$ cat src/rtl/slow_clk_mon.sv
// Slow-clock monitor: synchronises sig_in, emits edge strobes, measures half-periods and flags stalls.
// Optional rising-edge counter output enabled by defining SLOW_CLK_MON_EDGE_CNT_EN.
module slow_clk_mon #(
  parameter int unsigned SYNC_STAGES = 2,
  parameter int unsigned CNT_W       = 24,
  parameter int unsigned MIN_HALF    = 16_000_000,
  parameter int unsigned MAX_HALF    = 16_500_000
) (
  input  logic             clk_in,
  input  logic             rst_n,
  input  logic             sig_in,
  output logic             rise_pulse,
  output logic             fall_pulse,
  output logic [CNT_W-1:0] half_period,
  output logic             period_valid,
  output logic             in_range,
`ifdef SLOW_CLK_MON_EDGE_CNT_EN
  output logic             timeout,
  output logic [15:0]      edge_count
`else
  output logic             timeout
`endif
);

  localparam logic [CNT_W-1:0] MIN_C = CNT_W'(MIN_HALF);
  localparam logic [CNT_W-1:0] MAX_C = CNT_W'(MAX_HALF);
  localparam logic [CNT_W-1:0] ONE_C = CNT_W'(1);

  typedef enum logic [1:0] {INIT, MEAS, TMO} state_t;

  logic [SYNC_STAGES-1:0] sync_q;
  logic                   prev_q;
  logic                   rise_q, fall_q;
  logic                   sync_out, edge_det, rise_det, fall_det;

  state_t                 state_q, state_d;
  logic [CNT_W-1:0]       count_q, count_d;
  logic [CNT_W-1:0]       half_q, half_d;
  logic                   pv_q, pv_d;
  logic                   inr_q, inr_d;
  logic                   to_q, to_d;

  assign sync_out = sync_q[SYNC_STAGES-1];
  assign edge_det = sync_out ^ prev_q;
  assign rise_det = sync_out & ~prev_q;
  assign fall_det = ~sync_out & prev_q;

  always_ff @(posedge clk_in or negedge rst_n) begin
    if (!rst_n) begin
      sync_q  <= '0;
      prev_q  <= 1'b0;
      rise_q  <= 1'b0;
      fall_q  <= 1'b0;
      state_q <= INIT;
      count_q <= '0;
      half_q  <= '0;
      pv_q    <= 1'b0;
      inr_q   <= 1'b0;
      to_q    <= 1'b0;
    end else begin
      sync_q  <= {sync_q[SYNC_STAGES-2:0], sig_in};
      prev_q  <= sync_out;
      rise_q  <= rise_det;
      fall_q  <= fall_det;
      state_q <= state_d;
      count_q <= count_d;
      half_q  <= half_d;
      pv_q    <= pv_d;
      inr_q   <= inr_d;
      to_q    <= to_d;
    end
  end

  // An edge in the threshold cycle takes priority, so a MAX_HALF spacing is a valid measurement.
  always_comb begin
    state_d = state_q;
    count_d = count_q;
    half_d  = half_q;
    pv_d    = 1'b0;
    inr_d   = inr_q;
    to_d    = to_q;
    case (state_q)
      INIT: begin
        count_d = '0;
        if (edge_det) begin
          state_d = MEAS;
          count_d = ONE_C;
        end
      end
      MEAS: begin
        if (edge_det) begin
          half_d  = count_q;
          pv_d    = 1'b1;
          inr_d   = (count_q >= MIN_C) && (count_q <= MAX_C);
          count_d = ONE_C;
        end else if (count_q == MAX_C) begin
          state_d = TMO;
          to_d    = 1'b1;
          inr_d   = 1'b0;
        end else if (count_q != '1) begin
          count_d = count_q + ONE_C;
        end
      end
      TMO: begin
        if (edge_det) begin
          state_d = MEAS;
          to_d    = 1'b0;
          count_d = ONE_C;
        end
      end
      default: state_d = INIT;
    endcase
  end

  assign rise_pulse   = rise_q;
  assign fall_pulse   = fall_q;
  assign half_period  = half_q;
  assign period_valid = pv_q;
  assign in_range     = inr_q;
  assign timeout      = to_q;

`ifdef SLOW_CLK_MON_EDGE_CNT_EN
  logic [15:0] ecnt_q;

  always_ff @(posedge clk_in or negedge rst_n) begin
    if (!rst_n)        ecnt_q <= '0;
    else if (rise_det) ecnt_q <= ecnt_q + 16'd1;
  end

  assign edge_count = ecnt_q;
`endif

endmodule
$ cat config.mk
export PLATFORM = sky130hd
export DESIGN_NAME = slow_clk_mon
export DESIGN_NICKNAME = d
export VERILOG_FILES = /design/src/rtl/slow_clk_mon.sv
export SDC_FILE = /design/constraint.sdc
export NUM_CORES = 1
export LEC_CHECK = 0
export ABC_CLOCK_PERIOD_IN_PS = 1950
export BUFFER_PORTS_ARGS = -buffer_cell sky130_fd_sc_hd__buf_2
export CAP_MARGIN = 30
export CORE_AREA = 2 2 79 81
export DETAILED_ROUTE_END_ITERATION = 6
export DIE_AREA = 0 0 81 83
export PLACE_DENSITY = 0.71
export SYNTH_ARGS = -nofsm -noshare
export SYNTH_HDL_FRONTEND = slang
export SYNTH_SLANG_ARGS = --single-unit
$ cat constraint.sdc
create_clock -name clk_in -period 1.95 [get_ports clk_in]
set_input_delay 0.39 -clock clk_in [delete_from_list [all_inputs] [get_ports clk_in]]
set_output_delay 0.39 -clock clk_in [all_outputs]
set_load 0.1 [all_outputs]
==> out/qor.yml <==
yosysUniqueCellTypes: 47
final_cells: 448
hold_slack_ps: 40.47
timing.final.crit_share_pct: 107.1
worstReg2RegStart: "count_q[1]"
ys_seq_area_share_pct: 48.35
core_area_um2: 5816
setup_slack_ps: -139.1
final_util_pct: 67.17
h-tree-depth: 3
skew_ps: 5.200
crit_fanout: 12
grt.total_usage_pct: 22.01
numCtsBuffers: 9
irDropWorstVdd_mv: 0.7011
p_sw_share_pct: 33.06
drive_above_1_share_pct: 40.75
drt_iter0_markers: 116
startpoint_type: "flip-flop"
synth_top_area_cell: "dfrtp_1"
worst_pin_slew_ps: 654.4
numClockSinks: 58
place_area_um2: 3607
finalWeightedCongestion: 0.8715
fin_crit_ps: 2089
crit_required_ps: 2180
clk_path_buf_depth: 2
synth_cells: 285
violations: "negative setup slack"
fin_nets: 379
num_antenna_cells: 0
cp.arrival_ps: 2320
hold_violations: 0
synth_edf_count: 0
reg2reg_slack_ps: -140
portBuffers: 31
root_buffer: "clkbuf_8"
netlist_area_um2: 3002
finalSetupViolations: 27
dp.cells: 429
cap_violations: 0
synth-warning-count: 0
grt_first_pass_wirelength_um: 11520
hp-class: "in -> async"
viasPerCell: 5.627
cts_tree: "built"
fp-row-count: 28
fp.dieH_um: 83
post-synth-top-count-cell: "dfrtp_1"
reg2reg_depth: 6
synth.top_cell.area_share_pct: 48.35
slew_violations: 0
pwr-share-clk_pct: 33.2
path_class: "reg -> reg"
syn_nets: 296
synth_common_cells: "dfrtp_1, nand2_1, mux2_2"
wirelength_um: 7056
area_growth_pct: 30.14
synth.ff_latch_count: 58
clk_latency_ps: 340
r2r_end: "count_q[15]"
switching_power_w: 0.001030
antenna_found_initial: 0
synthFlopType: "dfrtp_1"
dieArea_um2: 6723
p_per_area_nw_per_um2: 797.5
fmax_mhz: 478.7
synth-async-reset-ratio_pct: 100.0
synth_area_leaders: "dfrtp_1, mux2_2, o22a_1, ha_1, nor3_1"
pwr-share-seq_pct: 41.6
drtPass1Iterations: 5
grt_max_degree: 59
rsz0062_at_grt: "true"
slew_headroom_pct: 56.38
synth.avg_cell_area_um2: 10.53
boundaryPins: 32
hpwlAfterDp_um: 4735
p_int_w: 0.002085
routedWlPerCell_um: 15.75
grt_overflow: 0
die_x_um: 81
final_design_area_no_fill_um2: 3906
status: "finished, violations left"
num_vias: 2521
clk_pin_slew_worst_paths_ps: 70
power_frac_comb_pct: 25.2
end_kind: "flip-flop"
drtAntennaViolNets: 0
initial_utilization_pct: 51.61
drc: 0
power.leakage_nw: 1.904
first_global_vias: 2438
==> state kept, by name, summed over array words and instances, names as in the netlist <==
register / count
count_q: 24
half_period: 24
state_q: 2
sync_q: 2
fall_pulse: 1
in_range: 1
period_valid: 1
prev_q: 1
rise_pulse: 1
timeout: 1
==> power groups by stage <==
| stage | Clock (W) | Sequential, W | Combinational [W] |
|---|---|---|---|
| 3_3_place_gp | 0 | 0.00131 | 0.000732 |
| 2_1_floorplan | 0 | 0.00152 | 0.000317 |
| 5_1_grt | 0.00110 | 0.00130 | 0.000842 |
| 3_5_place_dp | 0 | 0.00132 | 0.000742 |
| 6_report | 0.00103 | 0.00130 | 0.000786 |
| 4_1_cts | 0.00105 | 0.00129 | 0.000753 |
==> cell families after synthesis <==
kind of cell	share of synthesized area [%]
buffers and inverters	4.502
adder cells (fa/ha/maj)	3.335
multiplexers	8.545
AND/OR/NAND/NOR	20.63
AO/OA/AOI/OAI	14.63
flip-flops	48.35
==> layout by cell type, fill, tap and decap left out, types with 11 or more instances in the layout <==
master,Yosys,layout
nand2_1,24,24
nor3_1,18,16
dfrtp_1,58,58
buf_2,5,31
o22a_1,18,18
buf_4,1,49
nand3_1,16,11
nor2_1,12,12
clkbuf_8,0,12
mux2_2,21,20
o21ai_0,16,16
inv_1,11,11
==> per-stage QoR <==
step                      setup TNS [ps]  total power [W]  setup WS [ps]
after floorplan                    -1715         0.001832         -136.7
after CTS                          -2364         0.003094         -127.0
after detailed placement           -1780         0.002059         -105.9
after global routing               -5618         0.003247         -237.3
after global placement             -1126         0.002046         -79.16
final                              -2845         0.003115         -139.1
==> worst max-delay path, stage by stage, from the launching register on <==
cell     delay (ps)
dfrtp_1         400
or4b_4          560
nor4_4          340
a21o_2          240
buf_12          150
nor4_1           60
a211o_1         220
==> area by class of cell <==
type | instances | area [um^2]
Clock buffer | 14 | 172.7
Clock inverter | 2 | 10.01
Fill cell | 468 | 1909
Inverter | 11 | 41.29
Multi-Input combinational cell | 200 | 1493
Sequential cell | 58 | 1451
Tap cell | 75 | 93.84
Timing Repair Buffer | 88 | 644.4
==> worst max-delay path by stage <==
stage | startpoint | end | slack (ps) | depth (start not counted)
finish | count_q[1] | count_q[15] | -140 | 6
global route | count_q[1] | count_q[19] | -240 | 6
CTS | count_q[13] | count_q[19] | -130 | 6
detailed placement | count_q[1] | count_q[1] | -110 | 6
global placement | count_q[1] | count_q[19] | -80 | 6
floorplan | count_q[2] | count_q[0] | -140 | 6
==> layer usage <==
metal / global-route usage (%) / vias up / routed length (um) / part of all wire (%)
met2: 34.03 / 46 / 3324 / 47
met4: 8.629 / 0 / 144 / 2.0
met1: 29.84 / 1244 / 3333 / 47
met3: 5.000 / 14 / 254 / 3.6
li1: - / 1217 / - / -
met5: 0 / - / 0 / 0
==> what timing repair did <==
item,4_1_cts,5_1_grt
resized for setup,8,9
hold buffers,0,0
cloned,0,1
pin swaps,3,7
setup buffers,1,1
setup endpoints to repair,26,28
(Power assumes the default switching activity.)
